**src/rtl/sad_best_match_if.sv**
```systemverilog
// Row-input and best-match-output bundle between the SAD compute stage,
// the best-match selector and the MV writeback.
interface sad_best_match_if #(
    parameter int ACC_W = 15
);
    logic [59:0]      sad_in;
    logic             in_valid;
    logic             in_ready;
    logic             out_valid;
    logic             out_ready;
    logic [2:0]       best_idx;
    logic [ACC_W-1:0] best_sad;
    logic [2:0]       mv_frac;

    modport slave (
        input  sad_in, in_valid, out_ready,
        output in_ready, out_valid, best_idx, best_sad, mv_frac
    );

    modport master (
        output sad_in, in_valid, out_ready,
        input  in_ready, out_valid, best_idx, best_sad, mv_frac
    );
endinterface

```
**src/rtl/sad_best_match.sv**
```systemverilog
// Accumulates five per-row sub-pel SADs over ROWS rows, then picks the
// cheapest candidate with one comparison per cycle and offers it downstream.
module sad_best_match #(
    parameter int ROWS  = 8,
    parameter int ACC_W = 15
) (
    input  logic             clk,
    input  logic             reset,
    sad_best_match_if.slave  bus
);
    localparam int CW = (ROWS > 1) ? $clog2(ROWS) : 1;
    localparam logic [CW-1:0] LAST_ROW = CW'(ROWS - 1);

    typedef enum logic [1:0] {ACCUM, COMPARE, DONE} state_t;

    state_t                 state_q, state_d;
    logic [4:0][ACC_W-1:0]  acc_q, acc_d;
    logic [CW-1:0]          row_cnt_q, row_cnt_d;
    logic [2:0]             step_q, step_d;
    logic [2:0]             best_idx_q, best_idx_d;
    logic [ACC_W-1:0]       best_sad_q, best_sad_d;
    logic [2:0]             cand_idx;
    logic                   in_ready, out_valid;

    always_ff @(posedge clk) begin
        if (reset) begin
            state_q    <= ACCUM;
            acc_q      <= '0;
            row_cnt_q  <= '0;
            step_q     <= '0;
            best_idx_q <= 3'd2;
            best_sad_q <= '0;
        end else begin
            state_q    <= state_d;
            acc_q      <= acc_d;
            row_cnt_q  <= row_cnt_d;
            step_q     <= step_d;
            best_idx_q <= best_idx_d;
            best_sad_q <= best_sad_d;
        end
    end

    // Step 0 seeds best with the full-pel sum; steps 1..4 sweep in tie-break order.
    always_comb begin
        cand_idx = 3'd2;
        case (step_q)
            3'd1:    cand_idx = 3'd1;
            3'd2:    cand_idx = 3'd3;
            3'd3:    cand_idx = 3'd0;
            3'd4:    cand_idx = 3'd4;
            default: cand_idx = 3'd2;
        endcase
    end

    always_comb begin
        state_d    = state_q;
        acc_d      = acc_q;
        row_cnt_d  = row_cnt_q;
        step_d     = step_q;
        best_idx_d = best_idx_q;
        best_sad_d = best_sad_q;
        in_ready   = 1'b0;
        out_valid  = 1'b0;
        case (state_q)
            ACCUM: begin
                in_ready = 1'b1;
                if (bus.in_valid) begin
                    for (int i = 0; i < 5; i++)
                        acc_d[i] = acc_q[i] + ACC_W'(bus.sad_in[12*i +: 12]);
                    row_cnt_d = row_cnt_q + 1'b1;
                    if (row_cnt_q == LAST_ROW) begin
                        state_d = COMPARE;
                        step_d  = '0;
                    end
                end
            end
            COMPARE: begin
                if (step_q == 3'd0) begin
                    best_sad_d = acc_q[2];
                    best_idx_d = 3'd2;
                end else if (acc_q[cand_idx] < best_sad_q) begin
                    best_sad_d = acc_q[cand_idx];
                    best_idx_d = cand_idx;
                end
                step_d = step_q + 3'd1;
                if (step_q == 3'd4)
                    state_d = DONE;
            end
            DONE: begin
                out_valid = 1'b1;
                if (bus.out_ready) begin
                    acc_d     = '0;
                    row_cnt_d = '0;
                    state_d   = ACCUM;
                end
            end
            default: state_d = ACCUM;
        endcase
    end

    assign bus.in_ready  = in_ready;
    assign bus.out_valid = out_valid;
    assign bus.best_idx  = best_idx_q;
    assign bus.best_sad  = best_sad_q;

    always_comb begin
        case (best_idx_q)
            3'd0:    bus.mv_frac = 3'b001;
            3'd1:    bus.mv_frac = 3'b010;
            3'd3:    bus.mv_frac = 3'b110;
            3'd4:    bus.mv_frac = 3'b111;
            default: bus.mv_frac = 3'b000;
        endcase
    end
endmodule

```
**src/flat_wrapper.sv**
```systemverilog
// flat-port wrapper written by rule: the top's interface ports become plain ports
module sad_best_match_flat 
#(
    parameter int ROWS  = 8,
    parameter int ACC_W = 15
)
  (clk, reset, bus_sad_in, bus_in_valid, bus_out_ready, bus_in_ready, bus_out_valid, bus_best_idx, bus_best_sad, bus_mv_frac);
  sad_best_match_if #(.ACC_W(ACC_W)) bus_i ();
  input  logic clk;
  input  logic reset;
  input wire logic [$bits(bus_i.sad_in)-1:0] bus_sad_in;
  input wire logic [$bits(bus_i.in_valid)-1:0] bus_in_valid;
  input wire logic [$bits(bus_i.out_ready)-1:0] bus_out_ready;
  output wire logic [$bits(bus_i.in_ready)-1:0] bus_in_ready;
  output wire logic [$bits(bus_i.out_valid)-1:0] bus_out_valid;
  output wire logic [$bits(bus_i.best_idx)-1:0] bus_best_idx;
  output wire logic [$bits(bus_i.best_sad)-1:0] bus_best_sad;
  output wire logic [$bits(bus_i.mv_frac)-1:0] bus_mv_frac;
  assign bus_i.sad_in = bus_sad_in;
  assign bus_i.in_valid = bus_in_valid;
  assign bus_i.out_ready = bus_out_ready;
  assign bus_in_ready = bus_i.in_ready;
  assign bus_out_valid = bus_i.out_valid;
  assign bus_best_idx = bus_i.best_idx;
  assign bus_best_sad = bus_i.best_sad;
  assign bus_mv_frac = bus_i.mv_frac;
  sad_best_match #(.ROWS(ROWS), .ACC_W(ACC_W)) u_core (.clk(clk), .reset(reset), .bus(bus_i));
endmodule
```
**config.mk**
```make
export PLATFORM = sky130hd
export DESIGN_NAME = sad_best_match_flat
export DESIGN_NICKNAME = d
export VERILOG_FILES = /design/src/rtl/sad_best_match_if.sv /design/src/rtl/sad_best_match.sv /design/src/flat_wrapper.sv
export SDC_FILE = /design/constraint.sdc
export NUM_CORES = 1
export LEC_CHECK = 0
export CAP_MARGIN = 5
export CORE_AREA = 3 3 121 123
export CTS_CLUSTER_DIAMETER = 100
export DETAILED_ROUTE_END_ITERATION = 10
export DIE_AREA = 0 0 124 126
export PLACE_DENSITY = 0.93
export REMOVE_ABC_BUFFERS = 1
export SLEW_MARGIN = 20
export SYNTH_ARGS = -nofsm -noshare
export SYNTH_HDL_FRONTEND = slang
export SYNTH_SLANG_ARGS = --single-unit
```
**constraint.sdc**
```tcl
create_clock -name clk -period 9.4 [get_ports clk]
set_input_delay 0.94 -clock clk [delete_from_list [all_inputs] [get_ports clk]]
set_output_delay 0.94 -clock clk [all_outputs]
set_load 0.01 [all_outputs]
```
==> results of run 1 <==
[critical path, cell delays in order, from the launching register on]
cell      delay (ps)
dfxtp_1         1030
inv_1            230
ha_1             290
o21ai_0          250
o21ai_2          200
buf_4            300
mux2i_1          160
mux2_2           280
ha_1             300
a21oi_1          170
o21a_1           140
o31ai_2           60
buf_4            220
nor2_1           800
nand2_1          160
o211ai_1         220
[sequential cells by signal (all words and copies together), names as in the netlist]
name                 cells
u_core.acc_q            75
u_core.bus.best_idx      3
u_core.bus.best_sad     15
u_core.row_cnt_q         3
u_core.state_q           2
u_core.step_q            3
[cells in the mapped netlist, types with 3 or more instances]
cell	instances	area share, %
nand2_1	109	5.0
nor3b_1	18	1.7
a22oi_1	36	3.3
nor3_1	27	1.7
nor2_1	90	4.2
or4_1	8	0.74
nor4_1	4	0.31
a32oi_1	4	0.43
ha_1	81	12
a31oi_1	6	0.46
nand2b_1	16	1.2
clkbuf_1	27	1.2
xor2_1	23	2.5
a41oi_1	5	0.54
fa_1	5	1.2
xnor2_1	15	1.6
a311oi_1	5	0.54
buf_4	3	0.28
a21boi_0	7	0.65
o21bai_1	10	0.92
o21ai_0	52	3.2
nand3_1	27	1.7
nor4b_1	5	0.54
buf_2	17	1.0
a211oi_1	9	0.83
nor2b_1	8	0.62
a22o_1	3	0.32
a2111oi_0	4	0.43
mux2i_1	68	8.4
o31ai_1	10	0.92
nand4_1	11	0.85
o21a_1	18	1.7
a21o_1	20	1.8
mux2_2	15	2.1
inv_1	35	1.6
a2111o_1	5	0.69
dfxtp_1	101	25
o211ai_1	19	1.8
a21oi_1	54	3.3
[worst min path at each step]
stage	slack, ps	startpoint	to
floorplan	440	u_core.row_cnt_q[0]	u_core.row_cnt_q[0]
global placement	470	u_core.acc_q[21]	u_core.acc_q[21]
detailed placement	480	u_core.acc_q[51]	u_core.acc_q[51]
CTS	490	u_core.acc_q[59]	u_core.acc_q[59]
global route	520	u_core.acc_q[51]	u_core.acc_q[51]
finish	490	u_core.acc_q[59]	u_core.acc_q[59]
[kinds of logic (layout without fill, tap and decap cells)]
kind of cell | Yosys count | in the layout
AOI/OAI and AO/OA | 278 | 278
DFF | 101 | 101
muxes | 83 | 83
xor gates and xnor gates | 38 | 38
adders and majority gates | 86 | 86
and+or+nand+nor | 335 | 335
buffers and inverters | 84 | 145
[power breakdown]
| group | switching, W | internal [W] | total, W |
|---|---|---|---|
| Clock | 0.000172 | 0.000213 | 0.000385 |
| Combinational | 0.000310 | 0.000239 | 0.000548 |
| Sequential | 0.0000724 | 0.000480 | 0.000553 |
[routing by layer]
layer  up-vias  global-route usage, %  share of wire [%]
li1       3826                      -                  -
met1      3752                   37.9                 41
met2       386                   47.8                 47
met3        87                   5.30                7.3
met4         0                   14.6                4.8
met5         -                      0                  0
[final cells by class]
cell class | instances | area (um2) | area share (%)
clock inverter | 3 | 46.3 | 0.493
multi-input combinational | 820 | 5790 | 61.7
clock buffer | 12 | 246 | 2.63
inverter | 35 | 131 | 1.40
sequential | 101 | 2020 | 21.6
tap | 180 | 225 | 2.40
timing repair buffer | 95 | 923 | 9.84
[metrics by stage]
stage | area [um2] | instances | total power [W]
6_report | 9380 | 1246 | 0.00149
5_1_grt | 9380 | 1246 | 0.00157
4_1_cts | 9380 | 1246 | 0.00147
3_5_place_dp | 9090 | 1231 | 0.00109
3_3_place_gp | 9090 | 1231 | 0.00106
2_1_floorplan | 7910 | 956 | 0.000926
==> impl_results.md, run 1 <==
- Status: completed
- Post-synthesis mux area share: 10.4%
- First-pass GRT wire length: 37,200 um
- Crit-path max FO: 22
- Post-Route Skew: 14.6 ps
- Max Clk Rate: 0.204 GHz
- CTS sink count: 101
- DR DRC count: 0
- Setup violators final: 0
- XOR/XNOR Fraction of Synth Area: 4.09%
- Most common cell after layout, fill and taps aside: nand2_1
- Setup Slack @ Placement: 4660 ps
- I/O pins: 87
- CTS tree: yes
- DIE AREA: 15,600 um2
- Critical Path Sink: u_core.bus.best_sad[12]
- PD cells: 158 nW/um2
- Synth unique cells: 58
- Hold_buf cts: 0
- Leakage power figure: 3.89 nW
- Post-layout minimum cycle time: 4910 ps
- CP endpoint kind: register
- Nets@finish: 1,212
- Most frequent cells in the layout: nand2_1, dfxtp_1, nor2_1
- Ys async rst share: 0%
- RSZ-0062 raised after global routing: no
- Share of cells above drive strength 1: 4.32%
- Simple-gate share of the synthesized area: 19.5%
- Area Overhead vs Synth: 15.4%
- Post-route clock period utilization: 52.3%
- Core ar.: 13,800 um2
- Clk_lat worst skew: 370 ps
- Startpoint Class: register
- Total Routing Usage GR: 29.6%
- Die Wd: 124 um
- WS Path Type: reg -> reg
- Final Hold Fails: 0
- Area fraction in compound gates after synthesis: 23.1%
- Max-Cap Viols: 0
- Antenna violations before repair: 0
- Register-to-register setup slack: 4490 ps
- Routed vias/inst: 6.46
- Sum of routed wire length over all layers: 23,100 um
- Post-synthesis sequential area ratio: 24.9%
- Worst R2R Path Depth: 15
- Fillers: 1,090
- VDD IR-drop max: 0.000109 V
- PortBufs: 86
- Clock root cell: clkbuf_16
- Setup TNS: 0 ps
- Vias in the first global route: 7,687
- Most used DFF post-synth: dfxtp_1
- Die H: 126 um
- EDFF count, synth: 0
- Slew Limit Headroom: 28.8%
- PostCTS Resize Cnt: 0
- Max clock buf depth: 2
- Synth Instances: 1,005
- Slew Limit Fails: 0
- Worst Tran Pin Value: 1070 ps
- Hold path cells: 2
- Remaining Overflow, GRT: 0
- CTS Buf Count: 9
- Initial Utilization: 59.0%
- Drt pass-1 iters: 6
- Clock transition at path regs: 70 ps
- Wirelength per Cell: 18.5 um
- Final antenna-violating net count: 0
- Yosys reg bits: 101
- Via count: 8,051
- Reg2reg end: u_core.bus.best_sad[12]
- Gpl congestion: 0.996
- Required time worst endpoint: 9680 ps
- Post-CTS Setup Inserts: 0
- Diode count: 0
- Worst Setup SP: u_core.step_q[2]
- CP arrival: 5190 ps
- H-tree depth: 3
- Layout Utilization: 68.1%
- Synth warnings: 0
- Worst hold slack: 493 ps
- Row count: 43
- Dpl hpwl: 16,800 um
- Worst Slack Setup Final: 4490 ps
- Largest family of logic cells by synthesized area: compound AO/OA/AOI/OAI gates
- Worst min path class: reg -> reg
- Largest net degree at the start of global routing: 59
- Synthesized cell area: 8130 um2
- Mapped Avg Cell Area: 8.09 um2
- Synth Area in Adders: 13.7%
- Drt initial violations: 806
- Reg-to-reg startpoint: u_core.step_q[2]
No activity file was read; power rests on OpenSTA's default activity.
==> inputs of run 2 (changes only) <==
--- a/config.mk
+++ b/config.mk
@@ -6,11 +6,11 @@
 export NUM_CORES = 1
 export LEC_CHECK = 0
 export CAP_MARGIN = 5
-export CORE_AREA = 3 3 121 123
+export CORE_AREA = 3 3 128 130
 export CTS_CLUSTER_DIAMETER = 100
 export DETAILED_ROUTE_END_ITERATION = 10
-export DIE_AREA = 0 0 124 126
-export PLACE_DENSITY = 0.93
+export DIE_AREA = 0 0 131 133
+export PLACE_DENSITY = 0.88
 export REMOVE_ABC_BUFFERS = 1
 export SLEW_MARGIN = 20
 export SYNTH_ARGS = -nofsm -noshare
==> constraint.sdc (replaced) <==
create_clock -name clk -period 3.95 [get_ports clk]
set_input_delay 0.395 -clock clk [delete_from_list [all_inputs] [get_ports clk]]
set_output_delay 0.395 -clock clk [all_outputs]
set_load 0.01 [all_outputs]
==> run 2 against run 1 <==
Setup slack got worse by 4400 ps. Largest cell class unchanged. Sequential cell count unchanged. Hold slack got worse by 77 ps. Clock power increased to 2.7 times the previous value. Clock skew decreased by 6.8 ps. Sequential share of layout area decreased by 0.58 points. Core utilization decreased by 4.9 points.
==> impl_results.md, run 2 (synthesized netlist as in run 1, its figures left out) <==
- Max-Cap Viols: 0
- Die Wd: 131 um
- Wl on met1: 9730 um
- CTS sink count: 101
- Area Overhead vs Synth: 18.6%
- Post-Route Skew: 7.75 ps
- Antenna violations before repair: 0
- Reg-to-reg startpoint: u_core.step_q[0]
- Clock transition at path regs: 70 ps
- Post-route clock period utilization: 96.8%
- Switching Fraction: 36.0%
- Hold path cells: 3
- FF/Latch Area: 2020 um2
- Multi-input logic area: 5800 um2
- Worst min path class: in -> reg
- Core ar.: 15,300 um2
- Reg2reg end: u_core.bus.best_sad[10]
- Sw Pwr: 0.00131 W
- Final Hold Fails: 0
- Register-to-register setup slack: 130 ps
- Leakage power figure: 4.02 nW
- Sum of routed wire length over all layers: 23,000 um
- Max clock buf depth: 2
- Die H: 133 um
- Remaining Overflow, GRT: 0
- Via count: 8,026
- I/O pins: 87
- DR top layer: met4
- Clk_lat worst skew: 360 ps
- Max FFs per register: 75
- Dpl hpwl: 16,800 um
- VDD IR-drop max: 0.000241 V
- Most frequent cells in the layout: nand2_1, dfxtp_1, nor2_1
- Most common cell after layout, fill and taps aside: nand2_1
- Nets@finish: 1,231
- Wirelength per Cell: 17.8 um
- Drt initial violations: 690
- Final antenna-violating net count: 0
- Placed Cells: 1,273
- Diode count: 0
- Post-layout minimum cycle time: 3820 ps
- Worst Setup SP: u_core.step_q[0]
- Layout Cells excl Fill: 1,297
- CP arrival: 4100 ps
- Total Routing Usage GR: 26.0%
- CTS Buf Count: 9
- Reg power frac: 35.8%
- PD cells: 378 nW/um2
- RSZ-0062 raised after global routing: no
- DR DRC count: 0
- Logic pwr share: 35.9%
- DIE AREA: 17,400 um2
- First-pass GRT wire length: 36,600 um
- WS Path Type: reg -> reg
- Routed vias/inst: 6.19
- Crit-path max FO: 27
- PortBufs: 86
- Clock share of power: 28.3%
- Met3 Wirelength: 1540 um
- Slew Limit Headroom: 29.1%
- Met2 wire len: 10,800 um
- Most flop-heavy register: u_core.acc_q
- CTS tree: yes
- H-tree depth: 3
- Hold_buf cts: 0
- Share of cells above drive strength 1: 6.17%
- Largest net degree at the start of global routing: 58
- Initial Utilization: 53.3%
- Int Pwr: 0.00233 W
- Row count: 45
- Required time worst endpoint: 4230 ps
- Clock root cell: clkbuf_16
- Vias in the first global route: 7,533
- Max Clk Rate: 0.262 GHz
- Startpoint Class: register
- Gpl congestion: 0.944
- Worst R2R Path Depth: 15
- Slew Limit Fails: 0
- Fillers: 1,255
- Status: completed
- Hold EP: u_core.bus.best_idx[1]
- Worst Tran Pin Value: 1030 ps
- CP endpoint kind: register
- Setup violators final: 0
- Setup TNS: 0 ps
- HP Start: reset
- Drt pass-1 iters: 6
## run 2: changes by cell type in the layout (fill, tap and decap cells not counted), moves of 2 or more
cell / previous run / this run
buf_12: 0 / 2
buf_4: 9 / 26
bufinv_16: 1 / 3
clkbuf_1: 2 / 0
clkinv_2: 0 / 3
## run 2: critical path: stages (launching register included)
cell	delay (ps)
dfxtp_1	340
ha_1	200
ha_1	190
o21ai_0	430
o21ai_4	140
buf_12	180
mux2i_1	150
mux2_2	290
ha_1	290
nand3_1	140
nor3_1	390
o21ai_0	200
a31oi_2	230
buf_4	330
nand2_1	110
o211ai_1	120
## run 2: final cells by class
class	count	share of cell area (%)
well taps	211	2.74
repair buffers	114	11.3
multi-input cells	820	60.1
clock inverters	7	1.18
inverters	35	1.36
clock buffers	9	2.34
flip-flops and latches	101	21.0
## run 2: how the worst max path moves through the flow
stage                         endpoint  slack (ps)
6_report       u_core.bus.best_sad[10]         130
4_1_cts         u_core.bus.best_idx[0]          30
2_1_floorplan  u_core.bus.best_sad[13]       -1330
5_1_grt         u_core.bus.best_sad[4]          50
3_3_place_gp    u_core.bus.best_sad[0]         200
3_5_place_dp    u_core.bus.best_sad[0]          30
## run 2: power by group through the flow
stage / Combinational (W) / Clock, W / Sequential, W
floorplan: 0.000944 / 0 / 0.00126
global placement: 0.00122 / 0 / 0.00132
detailed placement: 0.00127 / 0 / 0.00132
CTS: 0.00128 / 0.00104 / 0.00130
global route: 0.00145 / 0.00109 / 0.00132
finish: 0.00131 / 0.00103 / 0.00130
## run 2: per-stage QoR
| stage | util, % | worst slack, ps | hold slack, ps | power (W) | area (um2) |
|---|---|---|---|---|---|
| 6_report | 63.2 | 127 | 416 | 0.00365 | 9640 |
| 4_1_cts | 62.6 | 27.3 | 419 | 0.00362 | 9550 |
| 5_1_grt | 63.2 | 45.3 | 428 | 0.00386 | 9640 |
| 3_5_place_dp | 60.3 | 33.6 | 466 | 0.00259 | 9200 |
| 2_1_floorplan | - | -1330 | 438 | 0.00220 | 7910 |
| 3_3_place_gp | 60.3 | 201 | 464 | 0.00254 | 9200 |
## run 2: routing by layer
metal  vias up  track usage, %
li1       3856               -
met1      3756            33.2
met2       334            41.9
met3        80            5.09
met4         0            11.8
met5         -               0
## run 2: timing repair
item | CTS | global route
setup buffers | 0 | 8
pin swaps | 0 | 2
gates resized for setup | 1 | 1
setup endpoints to repair | 15 | 17
gates cloned | 0 | 0
hold endpoints to repair | 0 | 0
==> inputs of run 3 (changes only) <==
--- a/config.mk
+++ b/config.mk
@@ -5,12 +5,13 @@
 export SDC_FILE = /design/constraint.sdc
 export NUM_CORES = 1
 export LEC_CHECK = 0
+export ABC_AREA = 1
 export CAP_MARGIN = 5
-export CORE_AREA = 3 3 128 130
+export CORE_AREA = 3 3 124 126
 export CTS_CLUSTER_DIAMETER = 100
 export DETAILED_ROUTE_END_ITERATION = 10
-export DIE_AREA = 0 0 131 133
-export PLACE_DENSITY = 0.88
+export DIE_AREA = 0 0 127 129
+export PLACE_DENSITY = 0.87
 export REMOVE_ABC_BUFFERS = 1
 export SLEW_MARGIN = 20
 export SYNTH_ARGS = -nofsm -noshare
==> constraint.sdc (replaced) <==
create_clock -name clk -period 3.95 [get_ports clk]
set_input_delay 0.79 -clock clk [delete_from_list [all_inputs] [get_ports clk]]
set_output_delay 0.79 -clock clk [all_outputs]
set_load 0.01 [all_outputs]
==> run 3 against run 2 <==
Critical path depth grew 2. Register-to-register slack improved by 270 ps. Final cell count up 7.2%. Sequential share of layout area increased by 2.1 points. Sequential power fell by 9%. Clock-buffer cell count up 1. Combinational power down 36%. Die area decreased by 6.0%. Non-clock buffer count down 14. Hold slack improved by 43 ps. Largest power group is now sequential cells.
==> impl_results.md, run 3 <==
- Final Hold Fails: 0
- Area Overhead vs Synth: 17.4%
- H-tree depth: 3
- Drt pass-1 iters: 5
- Clk_lat worst skew: 350 ps
- Synthesized cell area: 7460 um2
- Largest cells by area after synthesis: dfxtp_1, nand2_1, ha_1, a21oi_1, o21ai_0
- Hold EP: u_core.acc_q[42]
- Yosys reg bits: 101
- Initial Utilization: 51.7%
- Max clock buf depth: 2
- Sum of routed wire length over all layers: 21,300 um
- CTS sink count: 101
- Final antenna-violating net count: 0
- Max FFs per register: 75
- Worst R2R Path Depth: 17
- Gpl congestion: 1.00
- Register-to-register setup slack: 390 ps
- Status: completed
- Cell taking the most area after synthesis: dfxtp_1
- Synth unique cells: 39
- DR DRC count: 0
- Dpl hpwl: 16,200 um
- Leakage power figure: 3.93 nW
- Routed vias/inst: 5.66
- Ys async rst share: 0%
- Worst Tran Pin Value: 890 ps
- Max Clk Rate: 0.281 GHz
- Most frequent cell after synthesis: nand2_1
- Sw Pwr: 0.000968 W
- CP arrival: 3800 ps
- Max-Cap Viols: 0
- Remaining Overflow, GRT: 0
- Top cell type's share of synthesized area: 27.1%
- Wirelength per Cell: 15.3 um
- HP Start: u_core.acc_q[42]
- Most flop-heavy register: u_core.acc_q
- Nets@finish: 1,353
- Setup violators final: 0
- PortBufs: 86
- Mapped Avg Cell Area: 6.60 um2
- CTS tree: yes
- Startpoint Class: register
- First-pass GRT wire length: 34,500 um
- Switching Fraction: 33.4%
- Synth cell count leaders: nand2_1, a21oi_1, o21ai_0
- Post-Route Skew: 6.31 ps
- Die Wd: 127 um
- Dpl cell area: 8460 um2
- Vias in the first global route: 7,221
- Drt initial violations: 602
- Crit-path max FO: 29
- Most common cell after layout, fill and taps aside: nand2_1
- Diode count: 0
- EDFF count, synth: 0
- Worst min path class: reg -> reg
- Via count: 7,867
- CTS Buf Count: 9
- Total Routing Usage GR: 25.9%
- Most frequent cells in the layout: nand2_1, a21oi_1, o21ai_0
- PD cells: 331 nW/um2
- Reg-to-reg startpoint: u_core.step_q[0]
- Post-layout minimum cycle time: 3560 ps
- DIE AREA: 16,400 um2
- I/O pins: 87
- Hold path cells: 2
- Setup TNS: 0 ps
- Synth warnings: 0
- Clock root cell: clkbuf_16
- Largest net degree at the start of global routing: 61
- Core ar.: 14,400 um2
- Slew Limit Fails: 0
- Share of cells above drive strength 1: 5.06%
- Reg power frac: 40.7%
- Antenna violations before repair: 0
- Post-synthesis sequential area ratio: 27.1%
- Synth Instances: 1,131
- Die H: 129 um
- Row count: 44
- WS Path Type: reg -> reg
- RSZ-0062 raised after global routing: no
- Post-route clock period utilization: 90.0%
- Non-Filler Cell Area, Final: 8760 um2
- Clock share of power: 30.6%
- VDD IR-drop max: 0.000227 V
- CP endpoint kind: register
- Slew Limit Headroom: 40.3%
- Most used DFF post-synth: dfxtp_1
- Int Pwr: 0.00193 W
- Logic pwr share: 28.7%
- Reg2reg end: u_core.bus.best_sad[2]
- Clock transition at path regs: 70 ps
- Required time worst endpoint: 4190 ps
run 3: cell types whose count changed after synthesis, moves of 36 or more:
cell and delta:
nand2_1 +193, o21ai_0 +50, inv_1 +53, mux2i_1 -68, a22oi_1 -36, a21oi_1 +136
run 3: power groups by stage:
| stage | clock network, W | registers, W | logic [W] |
|---|---|---|---|
| floorplan | 0 | 0.00116 | 0.000589 |
| global placement | 0 | 0.00120 | 0.000797 |
| detailed placement | 0 | 0.00120 | 0.000817 |
| CTS | 0.000899 | 0.00118 | 0.000824 |
| global route | 0.000930 | 0.00119 | 0.000952 |
| finish | 0.000890 | 0.00118 | 0.000833 |
run 3: final cells by class:
class                   count  area [um2]
repair inverters            1        5.00
inverters                  92         349
fillers                  1339        5660
multi-input cells         898        4910
well taps                 184         230
flip-flops and latches    101        2020
clock buffers              10         239
clock inverters             4        50.0
repair buffers            100         961
run 3: repair_timing:
item,4_1_cts,5_1_grt
resized for setup,0,2
hold buffers,0,0
setup buffers,0,0
endpoints found under the setup margin,0,15
run 3: worst max-delay path by stage:
stage,from,cells after the start,slack (ps),end
final,u_core.step_q[0],17,390,u_core.bus.best_sad[2]
after global routing,u_core.step_q[0],20,130,u_core.bus.best_sad[1]
after CTS,u_core.step_q[0],19,250,u_core.bus.best_sad[2]
after detailed placement,u_core.step_q[0],19,280,u_core.bus.best_sad[2]
after global placement,u_core.step_q[0],18,460,u_core.bus.best_idx[2]
after floorplan,bus_in_valid,6,320,u_core.acc_q[28]
run 3: layer usage:
layer	part of all wire (%)	track usage, %
met4	2.7	9.91
met3	7.0	3.40
met2	46	43.2
met1	44	34.4
met5	0	0
run 3: per-stage QoR:
step / hold slack, ps / utilization (%) / power, W / worst slack [ps] / instances
floorplan: 439 / - / 0.00175 / 325 / 1091
CTS: 461 / 60.7 / 0.00290 / 250 / 1389
detailed placement: 450 / 58.7 / 0.00202 / 284 / 1375
finish: 459 / 60.8 / 0.00290 / 394 / 1390
global placement: 447 / 58.7 / 0.00199 / 455 / 1375
global route: 485 / 60.8 / 0.00307 / 129 / 1390
run 3: logic make-up (layout without fill, tap and decap cells):
logic type,after synthesis,after routing,share of synthesized area [%]
AO/OA/AOI/OAI,345,345,24.8
adder cells (fa/ha/maj),86,86,14.9
buffers and inverters,132,207,7.21
flip-flops,101,101,27.1
multiplexers,1,1,0.151
AND/OR/NAND/NOR,466,466,25.8
run 3: worst max-delay path, cell delays in order, from the launching register on:
cell,delay [ps]
dfxtp_1,420
inv_1,90
ha_1,230
nand2_2,160
nand3_2,90
nand2_2,230
clkinvlp_2,420
o211ai_1,210
a31oi_1,150
ha_1,360
nand4_1,120
o221a_2,270
nand2_2,80
nand2_4,80
nand2_4,290
nand2_1,80
nand2_1,80
nor2_1,70
